$ cat config.mk
export PLATFORM = sky130hd
export DESIGN_NAME = h_ram_ctrl
export DESIGN_NICKNAME = d
export VERILOG_FILES = /design/src/rtl/h_pkg.sv /design/src/rtl/h_rr_arb.sv /design/src/rtl/h_ram_ctrl.sv
export SDC_FILE = /design/constraint.sdc
export NUM_CORES = 1
export LEC_CHECK = 0
export ABC_AREA = 1
export BUFFER_PORTS_ARGS = -buffer_cell sky130_fd_sc_hd__buf_2
export CAP_MARGIN = 30
export CORE_AREA = 2 2 96 98
export DETAILED_ROUTE_END_ITERATION = 8
export DIE_AREA = 0 0 98 100
export GPL_TIMING_DRIVEN = 0
export PLACE_DENSITY = 0.73
export SLEW_MARGIN = 5
export SYNTH_ARGS = -nofsm -noshare
export SYNTH_HDL_FRONTEND = slang
export SYNTH_SLANG_ARGS = --single-unit
export TNS_END_PERCENT = 100
$ cat constraint.sdc
create_clock -name clk -period 4.1 [get_ports clk]
set_input_delay 0.41 -clock clk [delete_from_list [all_inputs] [get_ports clk]]
set_output_delay 0.41 -clock clk [all_outputs]
set_load 0.01 [all_outputs]
$ cat src/rtl/h_pkg.sv
`default_nettype none
// ============================================================================
// Module   : h_pkg
// Brief    : Shared types and defaults for the h_rams state-RAM controller.
// Revision : 1.0 - initial release
// ============================================================================
package h_pkg;

    localparam int H_RAM_DEPTH  = 1024;
    localparam int H_RAM_N_REQ  = 3;
    localparam int H_RAM_DATA_W = 32;

    typedef logic [$clog2(H_RAM_DEPTH)-1:0] ram_addr_t;
    typedef logic [H_RAM_DATA_W-1:0]        ram_data_t;

    typedef enum logic [0:0] {
        INIT = 1'b0,
        RUN  = 1'b1
    } h_ram_ctrl_state_t;

endpackage
`default_nettype wire

$ cat src/rtl/h_rr_arb.sv
`default_nettype none
// ============================================================================
// Module   : h_rr_arb
// Brief    : Combinational round-robin grant with a registered priority pointer.
// Revision : 1.0 - initial release
// ============================================================================
module h_rr_arb #(
    parameter int N = 3
) (
    input  logic         clk,
    input  logic         arst_n,
    input  logic [N-1:0] req,
    output logic [N-1:0] gnt,
    input  logic         adv
);

    localparam int c_ptr_w = (N > 1) ? $clog2(N) : 1;

    logic [c_ptr_w-1:0] r_ptr;
    logic [c_ptr_w-1:0] w_ptr_nxt;
    logic               w_found;
    int                 w_idx;

    // Search starts at the pointer and wraps; the pointer moves past the winner.
    always_comb begin
        gnt       = '0;
        w_ptr_nxt = r_ptr;
        w_found   = 1'b0;
        w_idx     = 0;
        for (int k = 0; k < N; k++) begin
            if (!w_found) begin
                w_idx = int'(r_ptr) + k;
                if (w_idx >= N) begin
                    w_idx = w_idx - N;
                end
                if (req[w_idx]) begin
                    w_found    = 1'b1;
                    gnt[w_idx] = 1'b1;
                    w_ptr_nxt  = (w_idx == N - 1) ? '0 : c_ptr_w'(w_idx + 1);
                end
            end
        end
    end

    always_ff @(posedge clk or negedge arst_n) begin
        if (!arst_n) begin
            r_ptr <= '0;
        end else if (adv) begin
            r_ptr <= w_ptr_nxt;
        end
    end

endmodule
`default_nettype wire

$ cat src/rtl/h_ram_ctrl.sv
`default_nettype none
// ============================================================================
// Module   : h_ram_ctrl
// Brief    : Clears the shared state RAM after reset, then round-robin shares
//            its single port between N_REQ requesters.
// Revision : 1.0 - initial release
// ============================================================================
module h_ram_ctrl
    import h_pkg::*;
#(
    parameter int N_REQ  = H_RAM_N_REQ,
    parameter int DEPTH  = H_RAM_DEPTH,
    parameter int ADDR_W = $clog2(DEPTH),
    parameter int DATA_W = H_RAM_DATA_W
) (
    input  logic                      clk,
    input  logic                      arst_n,
    input  logic [N_REQ-1:0]          req_vld,
    input  logic [N_REQ-1:0]          req_we,
    input  logic [N_REQ*ADDR_W-1:0]   req_addr,
    input  logic [N_REQ*DATA_W-1:0]   req_wdata,
    output logic [N_REQ-1:0]          req_rdy,
    output logic [N_REQ-1:0]          rsp_vld,
    output logic [DATA_W-1:0]         rsp_data,
    input  logic                      init_req,
    output logic                      init_done,
    output logic                      ram_en,
    output logic                      ram_we,
    output logic [ADDR_W-1:0]         ram_addr,
    output logic [DATA_W-1:0]         ram_wdata,
    input  logic [DATA_W-1:0]         ram_rdata
);

    localparam logic [ADDR_W-1:0] c_last_addr = ADDR_W'(DEPTH - 1);

    h_ram_ctrl_state_t  r_state;
    h_ram_ctrl_state_t  w_state_nxt;
    logic [ADDR_W-1:0]  r_init_cnt;
    logic [ADDR_W-1:0]  w_init_cnt_nxt;
    logic [N_REQ-1:0]   r_rsp_vld;
    logic [N_REQ-1:0]   w_arb_req;
    logic [N_REQ-1:0]   w_gnt;
    logic               w_arb_en;
    logic               w_adv;

    // A re-init request suppresses arbitration in the cycle it is seen.
    assign w_arb_en  = (r_state == RUN) && !init_req;
    assign w_arb_req = req_vld & {N_REQ{w_arb_en}};
    assign w_adv     = |w_gnt;

    h_rr_arb #(
        .N (N_REQ)
    ) u_arb (
        .clk    (clk),
        .arst_n (arst_n),
        .req    (w_arb_req),
        .gnt    (w_gnt),
        .adv    (w_adv)
    );

    always_comb begin
        w_state_nxt    = r_state;
        w_init_cnt_nxt = r_init_cnt;
        ram_en         = 1'b0;
        ram_we         = 1'b0;
        ram_addr       = '0;
        ram_wdata      = '0;
        if (r_state == INIT) begin
            ram_en   = 1'b1;
            ram_we   = 1'b1;
            ram_addr = r_init_cnt;
            if (r_init_cnt == c_last_addr) begin
                w_state_nxt    = RUN;
                w_init_cnt_nxt = '0;
            end else begin
                w_init_cnt_nxt = r_init_cnt + 1'b1;
            end
        end else begin
            for (int i = 0; i < N_REQ; i++) begin
                if (w_gnt[i]) begin
                    ram_en    = 1'b1;
                    ram_we    = req_we[i];
                    ram_addr  = req_addr[i*ADDR_W +: ADDR_W];
                    ram_wdata = req_wdata[i*DATA_W +: DATA_W];
                end
            end
            if (init_req) begin
                w_state_nxt = INIT;
            end
        end
    end

    always_ff @(posedge clk or negedge arst_n) begin
        if (!arst_n) begin
            r_state    <= INIT;
            r_init_cnt <= '0;
            r_rsp_vld  <= '0;
        end else begin
            r_state    <= w_state_nxt;
            r_init_cnt <= w_init_cnt_nxt;
            r_rsp_vld  <= w_gnt & ~req_we;
        end
    end

    assign req_rdy   = w_gnt;
    assign rsp_vld   = r_rsp_vld;
    assign rsp_data  = ram_rdata;
    assign init_done = (r_state == RUN);

endmodule
`default_nettype wire

==> results of run 1 <==
## cell usage after synthesis (9+ instances only)
| master | instances |
|---|---|
| buf_2 | 9 |
| nor2_1 | 11 |
| nand2_4 | 34 |
| dfrtp_1 | 16 |
| nand2_1 | 63 |
| a21oi_1 | 48 |
| buf_4 | 35 |
| o21ai_0 | 32 |
| a21oi_2 | 30 |
| inv_1 | 23 |
| nand3_1 | 22 |
## layout make-up
cell class	count	area [um2]
fill	927	4780
clock buffer	4	55.1
sequential	16	400
multi-input combinational	300	1920
buffer	55	405
tap	111	139
timing repair buffer	217	1090
inverter	28	105
## path summary, 6_finish.rpt
path	start	endpoint	cells after the start
worst max register to register	u_arb.r_ptr[0]	u_arb.r_ptr[1]	13
max in group asynchronous	arst_n	r_init_cnt[8]	1
worst min-delay path	arst_n	r_init_cnt[4]	1
min in group clk	req_we[1]	rsp_vld[1]	2
worst min register to register	r_init_cnt[4]	r_init_cnt[4]	2
worst max-delay path	u_arb.r_ptr[0]	ram_wdata[1]	13
## state kept, by name (all words and copies together), names as in the netlist
register	cells
u_arb.r_ptr	2
rsp_vld	3
r_init_cnt	10
init_done	1
## kinds of logic (layout without fill, tap and decap cells)
family,count (synthesis),in the layout
adder cells (fa/ha/maj),5,5
buffers and inverters,83,304
flip-flops,16,16
XOR/XNOR,5,5
AND/OR/NAND/NOR,175,175
AO/OA/AOI/OAI,115,115
## worst reg2reg max path, cell delays in order (launching register included)
cell and delay (ps):
dfrtp_1 390, inv_1 90, ha_1 390, inv_2 130, nand4_1 90, nand3_1 90
nand2_2 100, nand3b_2 120, nand3_4 150, inv_2 210, buf_4 230, nand3_1 130
nand2_1 80, o21ai_1 60
## per-layer routing
metal  vias to the layer above  routed length (um)  track usage [%]
met5                         -                   0                0
met1                      1583                4130             24.6
li1                       1736                   -                -
met4                         0                 167             4.91
met3                        14                 674             2.16
met2                       164                5410             37.0
## per-stage QoR
step / hold WS [ps] / area [um2] / utilization, %
after detailed placement: 361 / 4060 / 45.6
after global placement: 351 / 4060 / 45.6
after CTS: 84.1 / 4110 / 46.3
final: 70.0 / 4110 / 46.3
after global routing: 106 / 4110 / 46.3
after floorplan: 114 / 2830 / -
## power breakdown
| group | total [mW] | switching [mW] | internal [mW] |
|---|---|---|---|
| Combinational | 2.39 | 1.56 | 0.833 |
| Clock | 0.147 | 0.0613 | 0.0853 |
| Sequential | 0.261 | 0.0471 | 0.214 |
| Total | 2.80 | 1.67 | 1.13 |
==> results.cfg, run 1 <==
[pwr]
peakVddDrop_mv = 0.323
p_leak_nw = 2.33
power.density_nw_per_um2 = 681
power.total_mw = 2.80

[logic_synthesis]
synth_top_flop_cell = dfrtp_1
yosysSeqAreaShare_pct = 14.1
synth_nets = 571
yosysTopAreaCell = dfrtp_1
synth_top_family_by_area = simple AND/OR/NAND/NOR gates
synth_edf_count = 0
synth_cells = 399
netlist_area_um2 = 2830
netlist.area_leader.share_pct = 14.1
yosys.area_share.simple_pct = 39.6
async_flop_share_pct = 100
ys_types = 33
yosysWarnings = 0
synthAdderAreaFrac_pct = 2.21
synth_xor_xnor_area_share_pct = 1.55
synth_compound_area_share_pct = 24.5
synth-seq-cells = 16
synthTopCellsByArea = dfrtp_1 14%, nand2_4 14%, a21oi_2 9.3%
synthMuxAreaShare_pct = 0
syn_avg_cell_area_um2 = 7.10

[placement]
dp.cells = 727
place.gp.congestion = 0.934
dp_slack_ps = 1260
dp_hpwl_um = 8800
io_buffers = 217

[final_layout]
syn2layout_area_growth_pct = 45.2
final_common_cell = buf_2
fin_nets = 793
layout-drive-gt1-share_pct = 57.7
final_cell_mix = 226 x buf_2, 63 x nand2_1, 48 x a21oi_1, 35 x buf_4, 34 x nand2_4
final_cell_count_no_fill = 731
diodes = 0

[die]
initial_core_util_pct = 31.9
rows = 35
die_w_um = 98
io-pin-count = 250
die_h_um = 100
coreArea_um2 = 8890
die_area_um2 = 9800

[cts]
numClockSinks = 16
htreeDepth = 1
cts_resized = 0
cts_tree = done
cts_hold_buf = 0
clock_latency_ps = 250
clockBufferDepth = 2
cts_root_buf = clkbuf_8
clkTransAtPathRegs_ps = 70
numCtsBuffers = 3
postCtsSetupRepairBufs = 0

[sta]
setup_violations = 0
fin_tns_setup_ps = 0
clock_skew_ps = 1.03
final_max_slew_viol_count = 0
hold_viol = 0
grt_setup_unrepaired = no
min_period_ps = 3080
maxSlewHeadroom_pct = 65.2
fin_crit_sh_pct = 75.2
fmax_ghz = 0.324
setup_ws_ps = 1020
max_slew.worst_pin.slew_ps = 518

[setup_path]
cp_slowest_stage_delay_ps = 390
cp.required_ps = 3690
critPathMaxFanout = 10
crit_path_start_kind = flip-flop
endpoint_kind = primary output
timing.critical_path.slowest_stage_cell = dfrtp_1
critPathTopFamily = buffers and inverters
critPathArrivalTime_ps = 2670
reg2reg_slack_ps = 1730
path_common_cell = inv_2
path_class = reg -> out
crit_buf_inv = 5
worstPathCellList = inv_1 > ha_1 > inv_2 > nand4_1 > nand3_1 > nand2_2 > nand3b_2 > nand3_4 > inv_2 > buf_4 > o21ai_0 > a21oi_2 > buf_2

[detailed_routing]
firstDrtPassIters = 6
drt_iter0_drc = 143
drc = 0
dr_total_vias = 3497
drt-vias-per-instance = 4.78
antenna_left = 0
drt-total-wl_um = 10400
wire_per_inst_um = 14.2

[grt]
grt_pass1_wl_um = 16000
grt_pass1_vias = 3293
antenna_found_initial = 0
track_usage_pct = 19.9
grt_max_degree = 17
overflow = 0

[min_path]
min_path_type = in -> async

[flow_run]
max-cap-violations = 0

[run_status]
status = finished, final reports clean
(Power assumes the default switching activity.)
==> run 2: changes to the inputs <==
--- a/config.mk
+++ b/config.mk
@@ -12,7 +12,7 @@
 export DETAILED_ROUTE_END_ITERATION = 8
 export DIE_AREA = 0 0 98 100
 export GPL_TIMING_DRIVEN = 0
-export PLACE_DENSITY = 0.73
+export PLACE_DENSITY = 0.75
 export SLEW_MARGIN = 5
 export SYNTH_ARGS = -nofsm -noshare
 export SYNTH_HDL_FRONTEND = slang
==> constraint.sdc (replaced) <==
create_clock -name clk -period 2.6 [get_ports clk]
set_input_delay 0.26 -clock clk [delete_from_list [all_inputs] [get_ports clk]]
set_output_delay 0.26 -clock clk [all_outputs]
set_load 0.01 [all_outputs]
==> run 2 against run 1 <==
  * The run now ends with setup timing left
  * Die area unchanged
  * Via count up 6.5%
  * Non-clock buffer count up 25
  * Clock skew up 2.9 ps
  * Global-route usage up 1.1 points
  * Worst setup slack worse by 1100 ps
  * Sequential cell count unchanged
  * Register-to-register slack worse by 1300 ps
  * Power up 100%
  * Cell area up 14%
  * Wire length up 11%
  * Critical path type unchanged
==> results.cfg, run 2 (same netlist as run 1, synthesis figures left out) <==
[setup_path]
crit_path_start_kind = flip-flop
endpoint_kind = primary output
cp.required_ps = 2340
path_class = reg -> out
critPathMaxFanout = 10
critPathArrivalTime_ps = 2410

[placement]
place.gp.congestion = 0.851
dp_hpwl_um = 8880
io_buffers = 217

[run_status]
status = finished, violations left
violations = setup timing

[grt]
antenna_found_initial = 1
grt_max_degree = 17
track_usage_pct = 21.0
grt_pass1_wl_um = 16900
overflow = 0
grt_pass1_vias = 3529

[detailed_routing]
drt-vias-per-instance = 4.92
firstDrtPassIters = 4
drt_iter0_drc = 93
drc = 0
drt-total-wl_um = 11500
antenna_left = 0
dr_total_vias = 3723
wire_per_inst_um = 15.2

[final_layout]
final_common_cell = buf_2
post-route-util_pct = 52.5
layout-drive-gt1-share_pct = 64.8
largest_reg_flops = 10
syn2layout_area_growth_pct = 64.8
final_cell_mix = 215 x buf_2, 55 x nand2_1, 51 x buf_4, 45 x a21oi_2, 36 x nand2_4
fin_nets = 818
nFillCells = 862
multi_input_area_um2 = 2120
diodes = 0
regMostFlops = r_init_cnt
seq_area_um2 = 402

[die]
coreArea_um2 = 8890
die_w_um = 98
die_h_um = 100
rows = 35
io-pin-count = 250
initial_core_util_pct = 31.9
die_area_um2 = 9800

[cts]
clockBufferDepth = 2
numClockSinks = 16
cts_root_buf = clkbuf_8
cts_tree = done
clkTransAtPathRegs_ps = 60
clock_latency_ps = 260
numCtsBuffers = 3
htreeDepth = 1

[sta]
hold_viol = 0
final_max_slew_viol_count = 0
grt_setup_unrepaired = yes
fmax_ghz = 0.375
max_slew.worst_pin.slew_ps = 554
setup_violations = 24
fin_crit_sh_pct = 103
timing.hold.ws_ps = 204
min_period_ps = 2670
maxSlewHeadroom_pct = 62.8
clock_skew_ps = 3.90
fin_tns_setup_ps = -884
setup_ws_ps = -67.0

[min_path]
min_path_type = in -> reg

[pwr]
peakVddDrop_mv = 0.689
power.density_nw_per_um2 = 1210
power.total_mw = 5.63
p_leak_nw = 2.55

[flow_run]
max-cap-violations = 0
run 2: area by class of cell:
cell class / count / area share [%]
multi-input cells: 300 / 45.3
inverters: 28 / 2.52
clock buffers: 4 / 1.18
flip-flops and latches: 16 / 8.60
plain buffers: 52 / 9.27
well taps: 111 / 2.98
repair buffers: 245 / 30.1
run 2: worst max-delay path: stages (launching register included):
cell     delay, ps
dfrtp_2        450
ha_4           310
buf_4          120
nand3_2        100
nand2_2        150
nand3_4        110
nor2_4         120
nor2_4          70
nor2_8         190
buf_12         210
nand2_4         60
a21oi_2        120
buf_2          140
run 2: repair_timing:
| item | CTS | global route |
|---|---|---|
| gates cloned | 1 | 2 |
| endpoints found under the hold margin | 16 | 0 |
| gates resized for setup | 44 | 44 |
| hold buffers | 1 | 0 |
| setup buffers | 21 | 5 |
| endpoints found under the setup margin | 44 | 44 |
| pin swaps | 6 | 13 |
run 2: routing by layer:
layer | GRT usage [%] | vias to the layer above | wire length (um)
met5 | 0 | - | 10
met2 | 40.3 | 194 | 6010
met1 | 24.0 | 1711 | 4460
li1 | - | 1787 | -
met3 | 2.79 | 29 | 728
met4 | 6.73 | 2 | 285
run 2: final timing paths:
path / startpoint / end / slack (ps) / depth (start not counted)
worst max-delay path: u_arb.r_ptr[1] / ram_wdata[27] / -70 / 12
worst min-delay path: req_we[0] / rsp_vld[0] / 200 / 2
worst max register to register: u_arb.r_ptr[1] / u_arb.r_ptr[1] / 440 / 14
worst min register to register: r_init_cnt[8] / r_init_cnt[8] / 570 / 2
max in group asynchronous: arst_n / u_arb.r_ptr[1] / 1840 / 2
min in group asynchronous: arst_n / r_init_cnt[4] / 450 / 2
run 2: power breakdown:
part / switching [mW] / leakage, nW / total (mW) / internal, mW
Sequential: 0.0839 / 0.203 / 0.424 / 0.340
Combinational: 2.88 / 2.32 / 4.97 / 2.10
Clock: 0.0957 / 0.0288 / 0.230 / 0.135
run 2: through the flow:
stage / instance area, um2 / setup slack, ps / cells
2_1_floorplan: 2830 / 409 / 399
3_3_place_gp: 4060 / -29.9 / 727
3_5_place_dp: 4060 / -82.1 / 727
4_1_cts: 4510 / -79.3 / 753
5_1_grt: 4670 / -181 / 756
6_report: 4670 / -67.0 / 756
